### src/rtl/kp_pkg.sv
// Shared keypad definitions: special key codes and the debouncer state encoding.
package kp_pkg;

  localparam logic [3:0] KEY_SIGN  = 4'hA;
  localparam logic [3:0] KEY_CLR   = 4'hB;
  localparam logic [3:0] KEY_DONE  = 4'hD;
  localparam logic [3:0] KEY_ENTER = 4'hE;

  typedef enum logic [1:0] {
    REL_STABLE = 2'd0,
    PRESS_WAIT = 2'd1,
    PRS_STABLE = 2'd2,
    REL_WAIT   = 2'd3
  } db_state_t;

  function automatic logic is_digit(input logic [3:0] code);
    return code <= 4'd9;
  endfunction

endpackage

### src/rtl/key_debounce.sv
// Synchronises the raw keypad level and code, then debounces them into a single
// key_evt pulse per physical press, with the accepted code on key_val.
module key_debounce
  import kp_pkg::*;
#(
  parameter int DEBOUNCE_CYCLES = 4096
) (
  input  logic       clock,
  input  logic       reset,
  input  logic [3:0] key_code,
  input  logic       key_pressed,
  output logic       key_evt,
  output logic [3:0] key_val
);

  localparam int CW = $clog2(DEBOUNCE_CYCLES);
  localparam logic [CW-1:0] CNT_LAST = CW'(DEBOUNCE_CYCLES - 1);

  logic          pressed_meta;
  logic          pressed_sync;
  logic [3:0]    code_meta;
  logic [3:0]    code_sync;
  db_state_t     state;
  logic [CW-1:0] cnt;

  always_ff @(posedge clock or posedge reset) begin
    if (reset) begin
      pressed_meta <= 1'b0;
      pressed_sync <= 1'b0;
      code_meta    <= '0;
      code_sync    <= '0;
    end else begin
      pressed_meta <= key_pressed;
      pressed_sync <= pressed_meta;
      code_meta    <= key_code;
      code_sync    <= code_meta;
    end
  end

  // A press is accepted only after the level and code stay put for the full window;
  // release goes through its own window so bounce on release cannot re-trigger.
  always_ff @(posedge clock or posedge reset) begin
    if (reset) begin
      state   <= REL_STABLE;
      cnt     <= '0;
      key_val <= '0;
    end else begin
      case (state)
        REL_STABLE: begin
          if (pressed_sync) begin
            state   <= PRESS_WAIT;
            key_val <= code_sync;
            cnt     <= '0;
          end
        end
        PRESS_WAIT: begin
          if (!pressed_sync) begin
            state <= REL_STABLE;
          end else if (code_sync != key_val) begin
            key_val <= code_sync;
            cnt     <= '0;
          end else if (cnt == CNT_LAST) begin
            state <= PRS_STABLE;
          end else begin
            cnt <= cnt + CW'(1);
          end
        end
        PRS_STABLE: begin
          if (!pressed_sync) begin
            state <= REL_WAIT;
            cnt   <= '0;
          end
        end
        REL_WAIT: begin
          if (pressed_sync) begin
            state <= PRS_STABLE;
          end else if (cnt == CNT_LAST) begin
            state <= REL_STABLE;
          end else begin
            cnt <= cnt + CW'(1);
          end
        end
        default: state <= REL_STABLE;
      endcase
    end
  end

  assign key_evt = (state == PRESS_WAIT) && pressed_sync &&
                   (code_sync == key_val) && (cnt == CNT_LAST);

endmodule

### src/rtl/keypad_entry_ctrl.sv
// Turns debounced keypad events into signed entry values and one-cycle
// data_valid / input_done / reject strobes for the regression core.
module keypad_entry_ctrl
  import kp_pkg::*;
#(
  parameter int ELEM_WIDTH      = 12,
  parameter int MAX_DIGITS      = 3,
  parameter int DEBOUNCE_CYCLES = 4096,
  parameter int MAX_ENTRIES     = 12
) (
  input  logic                              clock,
  input  logic                              reset,
  input  logic [3:0]                        key_code,
  input  logic                              key_pressed,
  input  logic                              ready,
  output logic [ELEM_WIDTH-1:0]             data_out,
  output logic                              data_valid,
  output logic                              input_done,
  output logic                              reject,
  output logic                              overflow,
  output logic [$clog2(MAX_DIGITS+1)-1:0]   digit_count,
  output logic                              negative,
  output logic [3:0]                        entry_count
);

  localparam int AW  = ELEM_WIDTH - 1;
  localparam int PW  = ELEM_WIDTH + 3;
  localparam int DCW = $clog2(MAX_DIGITS + 1);
  localparam logic [PW-1:0]  ACC_MAX   = {4'b0000, {AW{1'b1}}};
  localparam logic [DCW-1:0] DIGIT_MAX = DCW'(MAX_DIGITS);
  localparam logic [3:0]     ENTRY_MAX = 4'(MAX_ENTRIES);

  logic                  key_evt;
  logic [3:0]            key_val;
  logic [AW-1:0]         acc;
  logic [PW-1:0]         acc_scaled;
  logic [ELEM_WIDTH-1:0] entry_val;

  key_debounce #(
    .DEBOUNCE_CYCLES(DEBOUNCE_CYCLES)
  ) u_debounce (
    .clock      (clock),
    .reset      (reset),
    .key_code   (key_code),
    .key_pressed(key_pressed),
    .key_evt    (key_evt),
    .key_val    (key_val)
  );

  // The extra 4 bits hold acc*10+9 exactly, so saturation is a plain compare.
  assign acc_scaled = ({4'b0000, acc} * PW'(10)) + {{(PW-4){1'b0}}, key_val};
  assign entry_val  = negative ? (ELEM_WIDTH'(0) - {1'b0, acc}) : {1'b0, acc};

  always_ff @(posedge clock or posedge reset) begin
    if (reset) begin
      acc         <= '0;
      data_out    <= '0;
      data_valid  <= 1'b0;
      input_done  <= 1'b0;
      reject      <= 1'b0;
      overflow    <= 1'b0;
      digit_count <= '0;
      negative    <= 1'b0;
      entry_count <= '0;
    end else begin
      data_valid <= 1'b0;
      input_done <= 1'b0;
      reject     <= 1'b0;
      if (key_evt) begin
        if (is_digit(key_val)) begin
          if (digit_count == DIGIT_MAX) begin
            reject <= 1'b1;
          end else begin
            digit_count <= digit_count + DCW'(1);
            if (acc_scaled > ACC_MAX) begin
              acc      <= {AW{1'b1}};
              overflow <= 1'b1;
            end else begin
              acc <= acc_scaled[AW-1:0];
            end
          end
        end else begin
          case (key_val)
            KEY_SIGN: negative <= ~negative;
            KEY_CLR: begin
              acc         <= '0;
              digit_count <= '0;
              negative    <= 1'b0;
              overflow    <= 1'b0;
            end
            KEY_ENTER: begin
              if (ready && (digit_count != '0)) begin
                data_out    <= entry_val;
                data_valid  <= 1'b1;
                entry_count <= (entry_count == ENTRY_MAX) ? entry_count : entry_count + 4'd1;
                acc         <= '0;
                digit_count <= '0;
                negative    <= 1'b0;
                overflow    <= 1'b0;
              end else begin
                reject <= 1'b1;
              end
            end
            KEY_DONE: begin
              input_done  <= 1'b1;
              entry_count <= '0;
              acc         <= '0;
              digit_count <= '0;
              negative    <= 1'b0;
              overflow    <= 1'b0;
            end
            default: ;
          endcase
        end
      end
    end
  end

endmodule

### config.mk
export PLATFORM = sky130hd
export DESIGN_NAME = keypad_entry_ctrl
export DESIGN_NICKNAME = d
export VERILOG_FILES = /design/src/rtl/kp_pkg.sv /design/src/rtl/key_debounce.sv /design/src/rtl/keypad_entry_ctrl.sv
export SDC_FILE = /design/constraint.sdc
export NUM_CORES = 1
export LEC_CHECK = 0
export BUFFER_PORTS_ARGS = -buffer_cell sky130_fd_sc_hd__buf_2
export CAP_MARGIN = 10
export CORE_MARGIN = 2
export CORE_UTILIZATION = 32
export CTS_BUF_LIST = sky130_fd_sc_hd__clkbuf_4 sky130_fd_sc_hd__clkbuf_8
export DETAILED_ROUTE_END_ITERATION = 10
export SYNTH_ARGS = -nofsm -noshare
export SYNTH_HDL_FRONTEND = slang
export SYNTH_SLANG_ARGS = --single-unit
### constraint.sdc
create_clock -name clock -period 4.83 [get_ports clock]
set_input_delay 0.966 -clock clock [delete_from_list [all_inputs] [get_ports clock]]
set_output_delay 0.966 -clock clock [all_outputs]
set_load 0.01 [all_outputs]
==> results.json <==
{
  "synthArstFlopShare_pct": 100.0,
  "start_kind": "flop",
  "fmaxAchievable_mhz": 292.4,
  "reg2reg_slack_ns": 1.41,
  "relSlewSlack_pct": 53.24,
  "post-cts-setup-buffers": 0,
  "status": "completed",
  "wl_per_cell_um": 13.55,
  "grt.overflow.total": 0,
  "clock-root-buffer": "clkbuf_8",
  "grt_first_pass_wirelength_mm": 13.52,
  "r2r.worst_path.cells": 10,
  "syn_avg_cell_area_sq_um": 9.698,
  "synth_top_flop_cell": "dfrtp_1",
  "cts_tree": "done",
  "crit_arrival_ns": 3.69,
  "layout-drive-gt1-share_pct": 16.22,
  "yosys_warnings": 0,
  "firstDrtPassIters": 4,
  "clock-sinks": 62,
  "cp_data_required_time_ns": 5.10,
  "synth_edf_count": 0,
  "viasPerCell": 5.041,
  "final_area_sq_mm": 0.004169,
  "antenna_found_initial": 0,
  "track_usage_pct": 13.32,
  "initial_core_util_pct": 32.43,
  "peakVddDrop_v": 0.0001124,
  "final_common_cell": "dfrtp_1",
  "hold_class": "reg -> reg",
  "rsz0062_at_grt": "false",
  "p_leak_nw": 1.971,
  "fillers": 1133,
  "ctsHoldBuffers": 0,
  "hold_viol": 0,
  "finalMaxSlewViolations": 0,
  "syn_area_sq_mm": 0.003656,
  "ys_seq_elements": 62,
  "antenna_cells": 0,
  "timing.rr.start": "acc[1]$_DFFE_PP0P_",
  "tightest_slew_ns": 0.7013,
  "fp-row-count": 39,
  "place.gp.congestion": 0.7747,
  "die_width_um": 110.9,
  "finalNetCount": 445,
  "pre_cts_slack_ns": 1.417,
  "layout_common_cells": "62 x dfrtp_1, 56 x nand2_1, 30 x o21ai_0, 30 x nor2_1, 30 x buf_2",
  "worstHoldStart": "u_debounce.code_meta[1]$_DFF_PP0_",
  "period_needed_ns": 3.420,
  "cts_max_path_buffers": 2,
  "grt_pass1_vias": 2844,
  "yosysSeqAreaShare_pct": 42.44,
  "r2r_end": "acc[4]$_DFFE_PP0P_",
  "cts.htree.levels": 3,
  "timing.final.ws_setup_ns": 1.410,
  "io_buffers": 30,
  "place_area_sq_mm": 0.003946,
  "fin_tns_setup_ns": 0,
  "clock_latency_ns": 0.34,
  "path_max_fanout": 9,
  "period_share_pct": 70.82,
  "synth.area.top_cells": "dfrtp_1 42%, ha_1 9.2%, nand2_1 5.7%",
  "wl_mm": 7.534,
  "yosysTopAreaCell": "dfrtp_1",
  "drt_iter0_drc": 112,
  "cts_resized": 0,
  "yosysTopAreaCellShare_pct": 42.44,
  "skew_ns": 0.01263,
  "core_sq_mm": 0.01127,
  "final_antenna_net_count": 0,
  "holdPathEnd": "u_debounce.code_sync[1]$_DFF_PP0_",
  "area_growth_pct": 14.03,
  "drc": 0,
  "path_clk_slew_ns": 0.07,
  "drv_cap": 0,
  "end_kind": "flop",
  "synthCells": 377,
  "cts-buffers-inserted": 9,
  "setup_violations": 0,
  "grt_start_max_net_pins": 53,
  "dp_hpwl_mm": 5.432,
  "power_density_mw_per_mm2": 271.8,
  "die_y_um": 110.9,
  "io_pins": 31,
  "worstSetupPathType": "reg -> reg",
  "synth_nets": 414,
  "vias": 2803,
  "synth_cell_type_count": 49,
  "die_area_sq_mm": 0.01230,
  "hold_depth": 0
}
[where the power goes]
| part | internal, mW | switching (mW) |
|---|---|---|
| clock | 0.315 | 0.208 |
| sequential | 0.534 | 0.0168 |
| combinational | 0.0222 | 0.0369 |
| total | 0.871 | 0.262 |
[kinds of logic (layout without fill, tap and decap cells)]
| logic type | count (synthesis) | count (layout) | synth area share [%] |
|---|---|---|---|
| buffers and inverters | 24 | 60 | 2.601 |
| AO/OA/AOI/OAI | 91 | 91 | 17.21 |
| XOR/XNOR | 32 | 32 | 7.666 |
| adder cells (fa/ha/maj) | 29 | 29 | 10.34 |
| flip-flops | 62 | 62 | 42.44 |
| multiplexers | 5 | 5 | 1.540 |
| AND/OR/NAND/NOR | 134 | 134 | 18.21 |
[metal layers]
layer / wire, um / global-route usage, % / share of wire [%]
met1: 3728 / 17.74 / 49
met2: 3446 / 21.51 / 46
met3: 291 / 3.171 / 3.9
met4: 68 / 4.250 / 0.90
met5: 0 / 0 / 0
[per-stage QoR]
stage          util (%)  power (mW)  hold WS [ns]  cells
3_5_place_dp      35.01      0.6219        0.3356    540
5_1_grt           36.99       1.186        0.3535    556
6_report          36.99       1.133        0.3478    556
2_1_floorplan         -      0.5993        0.3312    377
3_3_place_gp      35.01      0.6194        0.3415    540
4_1_cts           36.99       1.152        0.3513    556
[how the worst max path moves through the flow]
stage / to / slack (ns) / cells after the start / from
finish: acc[4]$_DFFE_PP0P_ / 1.41 / 10 / acc[1]$_DFFE_PP0P_
global route: acc[1]$_DFFE_PP0P_ / 1.24 / 10 / acc[1]$_DFFE_PP0P_
CTS: acc[4]$_DFFE_PP0P_ / 1.41 / 10 / acc[1]$_DFFE_PP0P_
detailed placement: acc[4]$_DFFE_PP0P_ / 1.42 / 10 / acc[1]$_DFFE_PP0P_
global placement: acc[5]$_DFFE_PP0P_ / 1.49 / 10 / acc[1]$_DFFE_PP0P_
floorplan: acc[0]$_DFFE_PP0P_ / 1.67 / 10 / acc[1]$_DFFE_PP0P_
[synth_stat cells (9+ instances only)]
library cell  count
a21oi_1          13
inv_1            13
nand2_1          56
ha_1             27
xor2_1           23
nor2_1           30
xnor2_1           9
a221o_2           9
o21ai_0          30
dfrtp_1          62
[worst max-delay path, stage by stage (launching register included)]
cell and delay, ns:
dfrtp_1 0.48, ha_1 0.33, ha_1 0.23, fa_1 0.40, xnor2_1 0.18, or4b_4 0.52, nor4_4 0.28, nand3_2 0.14
mux2_4 0.34, a21boi_4 0.28, a221o_2 0.17
[state kept, by name, indices dropped and copies added (netlist names), named ones only]
name,count
data_out,12
u_debounce.state,1
u_debounce.cnt,12
entry_count,4
u_debounce.pressed_sync,1
u_debounce.pressed_meta,1
negative,1
input_done,1
data_valid,1
digit_count,2
reject,1
acc,11
u_debounce.code_meta,4
u_debounce.key_val,4
overflow,1
u_debounce.code_sync,4
[cell type report]
cell class              instances  area [sq um]  share of cell area, %
repair buffers                 31         157.7                  3.782
flip-flops and latches         62          1551                  37.21
well taps                     143         178.9                  4.292
clock inverters                 4         70.07                  1.681
inverters                      13         48.80                  1.170
clock buffers                  12         152.6                  3.661
multi-input cells             291          2009                  48.20
Note: power is estimated with default switching activity, not from simulation.
